$ cat config.mk
export PLATFORM = sky130hd
export DESIGN_NAME = mem_stage_flat
export DESIGN_NICKNAME = d
export VERILOG_FILES = /design/src/rtl/mem_stage_pkg.sv /design/src/rtl/mem_stage_if.sv /design/src/rtl/mem_load_ext.sv /design/src/rtl/mem_stage.sv /design/src/flat_wrapper.sv
export SDC_FILE = /design/constraint.sdc
export NUM_CORES = 1
export LEC_CHECK = 0
export CAP_MARGIN = 15
export CORE_AREA = 2 2 212 214
export DETAILED_ROUTE_END_ITERATION = 8
export DIE_AREA = 0 0 214 216
export GPL_TIMING_DRIVEN = 1
export PLACE_DENSITY = 0.62
export SLEW_MARGIN = 20
export SYNTH_ARGS = -nofsm -noshare
export SYNTH_HDL_FRONTEND = slang
export SYNTH_SLANG_ARGS = --single-unit
$ cat constraint.sdc
create_clock -name clk -period 3.33 [get_ports clk]
set_input_delay 0.333 -clock clk [delete_from_list [all_inputs] [get_ports clk]]
set_output_delay 0.333 -clock clk [all_outputs]
set_load 0.02 [all_outputs]
$ cat src/rtl/mem_stage_pkg.sv
// Shared types for the memory stage: FSM states, bus layouts and res_from_mem decoding.
package mem_stage_pkg;

  localparam int EM_BUS_WID     = 195;
  localparam int MW_BUS_WID     = 191;
  localparam int MD_FOR_BUS_WID = 117;

  typedef enum logic [1:0] {
    M_IDLE   = 2'd0,
    M_WAIT   = 2'd1,
    M_DONE   = 2'd2,
    M_CANCEL = 2'd3
  } m_state_e;

  localparam int RFM_BYTE = 0;
  localparam int RFM_HALF = 1;
  localparam int RFM_ZEXT = 2;
  localparam int RFM_WORD = 3;

  // A store carries the extension bit alone: no size bit, so it never selects load data.
  localparam logic [3:0] RFM_STORE = 4'b0100;

  typedef struct packed {
    logic [31:0] pc;
    logic [31:0] rf_wdata;
    logic        gr_we;
    logic [4:0]  dest;
    logic [3:0]  res_from_mem;
    logic [31:0] vaddr;
    logic        ex;
    logic [7:0]  ecode;
    logic        esubcode;
    logic [13:0] csr_addr;
    logic        csr_we;
    logic [31:0] csr_wmask;
    logic [31:0] csr_wdata;
  } em_bus_t;

  typedef struct packed {
    logic [31:0] pc;
    logic [31:0] rf_wdata;
    logic        gr_we;
    logic [4:0]  dest;
    logic        ex;
    logic [7:0]  ecode;
    logic        esubcode;
    logic [13:0] csr_addr;
    logic        csr_we;
    logic [31:0] csr_wmask;
    logic [31:0] csr_wdata;
    logic [31:0] vaddr;
  } mw_bus_t;

  typedef struct packed {
    logic        load_busy;
    logic [4:0]  dest_masked;
    logic [31:0] rf_wdata;
    logic        csr_we_v;
    logic [13:0] csr_addr;
    logic [31:0] csr_wmask;
    logic [31:0] csr_wdata;
  } md_bus_t;

  function automatic logic is_load(input logic [3:0] rfm);
    return rfm[RFM_WORD] | rfm[RFM_HALF] | rfm[RFM_BYTE];
  endfunction

endpackage

$ cat src/rtl/mem_stage_if.sv
// Pipeline-side signals of the memory stage; master drives Excute/WB/SRAM inputs, slave is the stage.
interface mem_stage_if;
  import mem_stage_pkg::*;

  logic        W_allowin;
  logic        M_allowin;
  logic        EM_valid;
  em_bus_t     EM_BUS;
  logic        MW_valid;
  mw_bus_t     MW_BUS;
  md_bus_t     MD_for_BUS;
  logic        ex_en;
  logic        data_sram_data_ok;
  logic [31:0] data_sram_rdata;

  modport master (
    output W_allowin, EM_valid, EM_BUS, ex_en, data_sram_data_ok, data_sram_rdata,
    input  M_allowin, MW_valid, MW_BUS, MD_for_BUS
  );

  modport slave (
    input  W_allowin, EM_valid, EM_BUS, ex_en, data_sram_data_ok, data_sram_rdata,
    output M_allowin, MW_valid, MW_BUS, MD_for_BUS
  );
endinterface

$ cat src/rtl/mem_load_ext.sv
// Load data alignment and sign/zero extension for byte, half and word loads.
module mem_load_ext
  import mem_stage_pkg::*;
(
  input  logic [31:0] rdata_i,
  input  logic [1:0]  vaddr_i,
  input  logic [3:0]  res_from_mem_i,
  output logic [31:0] rf_wdata_o
);

  logic [7:0]  byte_sel;
  logic [15:0] half_sel;
  logic        sext;

  always_comb begin
    case (vaddr_i)
      2'd0:    byte_sel = rdata_i[7:0];
      2'd1:    byte_sel = rdata_i[15:8];
      2'd2:    byte_sel = rdata_i[23:16];
      default: byte_sel = rdata_i[31:24];
    endcase
    half_sel = vaddr_i[1] ? rdata_i[31:16] : rdata_i[15:0];
    sext     = ~res_from_mem_i[RFM_ZEXT];

    if (res_from_mem_i[RFM_WORD])      rf_wdata_o = rdata_i;
    else if (res_from_mem_i[RFM_HALF]) rf_wdata_o = {{16{sext & half_sel[15]}}, half_sel};
    else if (res_from_mem_i[RFM_BYTE]) rf_wdata_o = {{24{sext & byte_sel[7]}}, byte_sel};
    else                               rf_wdata_o = rdata_i;
  end

endmodule

$ cat src/rtl/mem_stage.sv
// Memory stage: waits for the data-SRAM response, aligns load data, drives MW and M->D forward buses.
//   state    | meaning
//   M_IDLE   | no access outstanding
//   M_WAIT   | captured instruction has an access outstanding
//   M_DONE   | response held in rdata_buf until Writeback accepts
//   M_CANCEL | flushed access still outstanding, its response will be dropped
module mem_stage
  import mem_stage_pkg::*;
(
  input logic       clk,
  input logic       rst,
  mem_stage_if.slave m
);

  m_state_e    state_q, state_d;
  logic        m_valid_q, m_valid_d;
  em_bus_t     em_q, em_d;
  logic [31:0] rdata_buf_q, rdata_buf_d;

  logic        mem_op, ready_go, allowin, capture, capture_mem, dok;
  logic [31:0] ld_src, ld_data, rf_wdata_m;
  mw_bus_t     mw;
  md_bus_t     md;

  assign dok         = m.data_sram_data_ok;
  assign mem_op      = m_valid_q && !em_q.ex && (|em_q.res_from_mem);
  assign ready_go    = !mem_op || (state_q == M_WAIT && dok) || (state_q == M_DONE);
  assign allowin     = (!m_valid_q || (ready_go && m.W_allowin)) && (state_q != M_CANCEL);
  assign capture     = m.EM_valid && allowin && !m.ex_en;
  assign capture_mem = capture && !m.EM_BUS.ex && (|m.EM_BUS.res_from_mem);

  always_comb begin
    state_d     = state_q;
    m_valid_d   = m_valid_q;
    em_d        = em_q;
    rdata_buf_d = rdata_buf_q;
    if (state_q == M_WAIT && dok) rdata_buf_d = m.data_sram_rdata;
    if (m.ex_en) begin
      m_valid_d = 1'b0;
      case (state_q)
        M_WAIT, M_CANCEL: state_d = dok ? M_IDLE : M_CANCEL;
        default:          state_d = M_IDLE;
      endcase
    end else begin
      if (allowin) m_valid_d = m.EM_valid;
      if (capture) em_d = m.EM_BUS;
      case (state_q)
        M_IDLE:   if (capture_mem) state_d = M_WAIT;
        M_WAIT:   if (dok) state_d = !m.W_allowin ? M_DONE : (capture_mem ? M_WAIT : M_IDLE);
        M_DONE:   if (m.W_allowin) state_d = capture_mem ? M_WAIT : M_IDLE;
        default:  if (dok) state_d = M_IDLE;
      endcase
    end
  end

  always_ff @(posedge clk) begin
    if (rst) begin
      state_q     <= M_IDLE;
      m_valid_q   <= 1'b0;
      em_q        <= '0;
      rdata_buf_q <= '0;
    end else begin
      state_q     <= state_d;
      m_valid_q   <= m_valid_d;
      em_q        <= em_d;
      rdata_buf_q <= rdata_buf_d;
    end
  end

  assign ld_src = (state_q == M_DONE) ? rdata_buf_q : m.data_sram_rdata;

  mem_load_ext u_load_ext (
    .rdata_i        (ld_src),
    .vaddr_i        (em_q.vaddr[1:0]),
    .res_from_mem_i (em_q.res_from_mem),
    .rf_wdata_o     (ld_data)
  );

  // Excepted loads never fetched data, so keep the bus value rather than SRAM noise.
  assign rf_wdata_m = (is_load(em_q.res_from_mem) && !em_q.ex) ? ld_data : em_q.rf_wdata;

  always_comb begin
    mw.pc        = em_q.pc;
    mw.rf_wdata  = rf_wdata_m;
    mw.gr_we     = em_q.gr_we && !em_q.ex;
    mw.dest      = em_q.dest;
    mw.ex        = em_q.ex;
    mw.ecode     = em_q.ecode;
    mw.esubcode  = em_q.esubcode;
    mw.csr_addr  = em_q.csr_addr;
    mw.csr_we    = em_q.csr_we;
    mw.csr_wmask = em_q.csr_wmask;
    mw.csr_wdata = em_q.csr_wdata;
    mw.vaddr     = em_q.vaddr;

    md.load_busy   = m_valid_q && is_load(em_q.res_from_mem) && !ready_go;
    md.dest_masked = em_q.dest & {5{m_valid_q && em_q.gr_we && !em_q.ex}};
    md.rf_wdata    = rf_wdata_m;
    md.csr_we_v    = em_q.csr_we && m_valid_q;
    md.csr_addr    = em_q.csr_addr;
    md.csr_wmask   = em_q.csr_wmask;
    md.csr_wdata   = em_q.csr_wdata;
  end

  assign m.M_allowin  = allowin;
  assign m.MW_valid   = m_valid_q && ready_go;
  assign m.MW_BUS     = mw;
  assign m.MD_for_BUS = md;

endmodule

$ cat src/flat_wrapper.sv
// flat-port wrapper written by rule: the top's interface ports become plain ports
module mem_stage_flat import mem_stage_pkg::*;
  (clk, rst, m_W_allowin, m_EM_valid, m_EM_BUS, m_ex_en, m_data_sram_data_ok, m_data_sram_rdata, m_M_allowin, m_MW_valid, m_MW_BUS, m_MD_for_BUS);
  mem_stage_if m_i ();
  input logic clk;
  input logic rst;
  input wire logic [$bits(m_i.W_allowin)-1:0] m_W_allowin;
  input wire logic [$bits(m_i.EM_valid)-1:0] m_EM_valid;
  input wire logic [$bits(m_i.EM_BUS)-1:0] m_EM_BUS;
  input wire logic [$bits(m_i.ex_en)-1:0] m_ex_en;
  input wire logic [$bits(m_i.data_sram_data_ok)-1:0] m_data_sram_data_ok;
  input wire logic [$bits(m_i.data_sram_rdata)-1:0] m_data_sram_rdata;
  output wire logic [$bits(m_i.M_allowin)-1:0] m_M_allowin;
  output wire logic [$bits(m_i.MW_valid)-1:0] m_MW_valid;
  output wire logic [$bits(m_i.MW_BUS)-1:0] m_MW_BUS;
  output wire logic [$bits(m_i.MD_for_BUS)-1:0] m_MD_for_BUS;
  assign m_i.W_allowin = m_W_allowin;
  assign m_i.EM_valid = m_EM_valid;
  assign m_i.EM_BUS = m_EM_BUS;
  assign m_i.ex_en = m_ex_en;
  assign m_i.data_sram_data_ok = m_data_sram_data_ok;
  assign m_i.data_sram_rdata = m_data_sram_rdata;
  assign m_M_allowin = m_i.M_allowin;
  assign m_MW_valid = m_i.MW_valid;
  assign m_MW_BUS = m_i.MW_BUS;
  assign m_MD_for_BUS = m_i.MD_for_BUS;
  mem_stage u_core (.clk(clk), .rst(rst), .m(m_i));
endmodule
==> run_results.csv <==
group,metric,value,unit
hold_path,whs_endpoint,"u_core.m.MW_BUS[4]$_SDFFE_PP0P_",
hold_path,hp-start,"rst",
cts,cts_made_buffers,27,
drt,route.vias.total,10700,
cts,cts.clk_slew.worst_paths,0.06,ns
setup_path,r2r.worst_path.cells,7,
hold_path,holdCritPathClass,"input pin to flop",
sta,finalHoldViolations,0,
yosys,async_flop_share,0,
power_and_ir_drop,power_leakage,6.17,nW
yosys,synthCells,1520,
sta,unrepaired_setup_endpoints_after_global_routing,"no",
finish,num-nets-final,1988,
power_and_ir_drop,power.switching_fraction,0.280,
drt,drt_iter0_drc,763,
sta,final.setup.tns,0,ns
finish,drive_above_1_share,0.0598,
power_and_ir_drop,switching_power,2.17,mW
setup_path,worst-r2r-setup-slack,0.69,ns
global_route,antenna_found_initial,10,
sta,tightest_slew,0.826,ns
yosys,synth_nets,1753,
yosys,synth_seq_cells,230,
global_route,grt_start_max_net_pins,121,
drt,routed_wire_per_std_cell,17.4,um
global_route,vias_in_the_first_global_route,10200,
setup_path,worst-setup-path-type,"flop to primary output",
hold_path,worst_hold_path.num_cells,2,
global_route,grtUsageTotal,0.167,
power_and_ir_drop,total_power,7.75,mW
yosys,postSynth.topFlopCell,"sky130_fd_sc_hd__dfxtp_1",
placed_design,place_hpwl,30800,um
finish,ff_latch_area,4610,um2
drt,drt_wl_total,41200,um
drt,postRouteAntennaNets,0,
yosys,yosys.cell_types.count,40,
setup_path,crit_buf_inv,1,
finish,layout.filler_cells,4523,
floorplan,io_pins,543,
setup_path,worstPathMaxFanout,8,
power_and_ir_drop,seq_power_share,0.383,
floorplan,rows,77,
sta,maxClockFrequency,310,MHz
sta,fin_worst_skew,0.0259,ns
power_and_ir_drop,power_density,474,nW/um2
setup_path,crit_slowest_cell,"sky130_fd_sc_hd__mux4_2",
sta,worst_case_setup_margin_in_the_final_layout,0.106,ns
sta,min_cycle_time_layout,3.22,ns
cts,cts-htree-levels,1,
placed_design,pre_cts_ws,0.0439,ns
power_and_ir_drop,peakVddDrop,0.366,mV
setup_path,highest_cell_delay_on_the_worst_timing_path,0.57,ns
yosys,post_synth.cell_area_avg,7.51,um2
floorplan,core,43800,um2
yosys,synth_sequential_area_ratio,0.403,
power_and_ir_drop,power.clock.fraction,0.401,
setup_path,timing.critical_path.arrival,2.89,ns
setup_path,timing.rr.end,"u_core.m.MW_BUS[6]$_SDFFE_PP0P_",
global_route,globalRoute.totalOverflow,0,
cts,tritoncts,"yes",
drt,avgViaCountPerCell,4.50,
floorplan,fp.dieArea,46200,um2
drt,detailedRoute.firstPassIterationCount,5,
floorplan,die_h,216,um
floorplan,initial_utilization,0.261,
sta,worst_case_hold_slack,0.268,ns
cts,clk_path_buf_depth,3,
setup_path,worstSetupStartpointType,"flop",
yosys,yosysWarnings,0,
placed_design,gp_congestion,0.925,
global_route,grt_pass1_wl,60800,um
sta,worst_slew_margin_rel,0.450,
run,drv.max_cap_violation_count,0,
finish,multi_input_comb_area,4370,um2
finish,synthToLayoutAreaGrowth,43.2,%
setup_path,r2r-start,"u_core.em_q[124]$_SDFFE_PP0P_",
power_and_ir_drop,combinationalPowerShare,0.216,
outcome,outcome,"finished, final reports clean",
sta,final-max-slew-violation-count,0,
power_and_ir_drop,power_report.internal_total,5.58,mW
placed_design,buffer_ports.inserted,542,
sta,setup_viol_count_final,0,
floorplan,dieWidth,214,um
setup_path,element_type_at_the_critical_path_end,"primary output",
yosys,edff_count_synth,0,
cts,cts.sinks,230,
sta,final_min_period_over_clock_period,0.968,
setup_path,cp_cell_sequence,"nor2b_4 -> mux4_2 -> a32oi_4 -> o21a_4 -> a21oi_1 -> clkdlybuf4s50_1",
setup_path,timing.critical_path.max_delay_family,"compound AO/OA/AOI/OAI gates",
drt,remaining_drc_errors,0,
cts,ctsRootBufferMaster,"sky130_fd_sc_hd__clkbuf_16",
cts,worst_skew_pair.late_latency,0.55,ns
setup_path,timing.critical_path.required,3.00,ns
yosys,netlist_area,11400,um2
## cells in the final DEF, fill, tap and decap left out, drive strengths merged, types with 7 or more instances in the layout
cell,Yosys,routed
mux2i,14,14
clkinv,0,9
nand2b,7,7
clkdlybuf4s50,0,487
a31oi,8,8
nor2b,7,7
nand2,522,522
nor2,28,28
dlygate4sd2,0,38
clkbuf,57,32
dlymetal6s2s,0,13
a21oi,270,270
diode,0,7
buf,307,32
dfxtp,230,230
## worst max-delay path by stage
stage / start / endpoint / slack, ns / cells after the start
after detailed placement: u_core.state_q[1]$_SDFFE_PP0P_ / m_MW_BUS[151] / 0.04 / 6
final: u_core.state_q[1]$_SDFFE_PP0P_ / m_MD_for_BUS[93] / 0.11 / 6
after floorplan: u_core.state_q[0]$_SDFFE_PP0P_ / m_MW_BUS[128] / 0.61 / 8
after global placement: u_core.state_q[1]$_SDFFE_PP0P_ / m_MW_BUS[151] / 0.17 / 6
after global routing: u_core.state_q[0]$_SDFFE_PP0P_ / m_MW_BUS[131] / 0.008 / 7
after CTS: u_core.state_q[1]$_SDFFE_PP0P_ / m_MW_BUS[135] / 0.004 / 6
## state kept, by name, summed over array words and instances (netlist names)
signal and count:
u_core.m.MW_BUS 80, u_core.state_q 2, u_core.m_valid_q 1, u_core.rdata_buf_q 32, u_core.m.MD_for_BUS 78, u_core.em_q 37
## timing repair
item | in CTS | in global routing
hold buffers | 0 | 0
endpoints found under the hold margin | 0 | 0
resized for setup | 51 | 19
buffers inserted | 1 | 0
pin swaps | 2 | 1
setup endpoints to repair | 63 | 19
cloned | 0 | 0
## metrics by stage
stage                      util  std cells  instance area (um2)
after floorplan               -       1520                11400
after global placement    0.350       2317                15300
after detailed placement  0.350       2317                15300
after CTS                 0.371       2364                16300
after global routing      0.373       2367                16300
final                     0.373       2371                16300
## logic make-up (layout without fill, tap and decap cells)
kind of cell / after synthesis / after routing / share of synthesized area
AOI/OAI and AO/OA: 312 / 312 / 0.147
and+or+nand+nor: 591 / 591 / 0.205
DFF: 230 / 230 / 0.403
other: 0 / 7 / 0
muxes: 20 / 20 / 0.0231
buffers and inverters: 367 / 619 / 0.222
## metal layers
metal  up-vias  share of wire  GRT usage
li1       5143              -          -
met1      4948           0.40      0.206
met2       510           0.47      0.274
met3        69           0.10     0.0598
met4         8          0.026     0.0506
met5         -         0.0014          0
## worst register-to-register path: cells and delay by family (launching register included)
family / cells / cell delay, ns
AO/OA/AOI/OAI: 1 / 0.08
buffers and inverters: 2 / 0.45
flip-flops: 1 / 0.32
AND/OR/NAND/NOR: 4 / 1.66
## power groups by stage
stage / Combinational [mW] / Sequential, mW / Clock [mW]
after floorplan: 1.06 / 2.99 / 0
final: 1.67 / 2.97 / 3.11
after detailed placement: 1.72 / 3.03 / 0
after global routing: 1.78 / 2.99 / 3.32
after CTS: 1.68 / 2.97 / 3.22
after global placement: 1.71 / 3.03 / 0
## Yosys cell counts, drive strengths merged (3+ instances only)
library cell / n / area share
clkbuf: 57 / 0.019
nand3b: 3 / 0.0020
a21oi: 270 / 0.12
nand2b: 7 / 0.0038
mux2i: 14 / 0.012
a221oi: 5 / 0.0038
dfxtp: 230 / 0.40
and3: 5 / 0.0027
nand3: 3 / 0.0013
o22ai: 4 / 0.0022
inv: 3 / 0.00099
nor2b: 7 / 0.0038
o21ai: 4 / 0.0018
o22a: 5 / 0.0038
a31oi: 8 / 0.0044
a21boi: 3 / 0.0020
nand2: 522 / 0.17
nor2: 28 / 0.0092
buf: 307 / 0.20
mux4: 5 / 0.0099
a31o: 3 / 0.0023
nor3: 4 / 0.0018
## cell type report
cell class / count / area share
sequential: 230 / 0.282
tap: 592 / 0.0453
multi-input combinational: 923 / 0.267
antenna: 7 / 0.00107
timing repair buffer: 570 / 0.347
clock buffer: 32 / 0.0443
clock inverter: 14 / 0.0122
inverter: 3 / 0.000689
(Power assumes the default switching activity.)
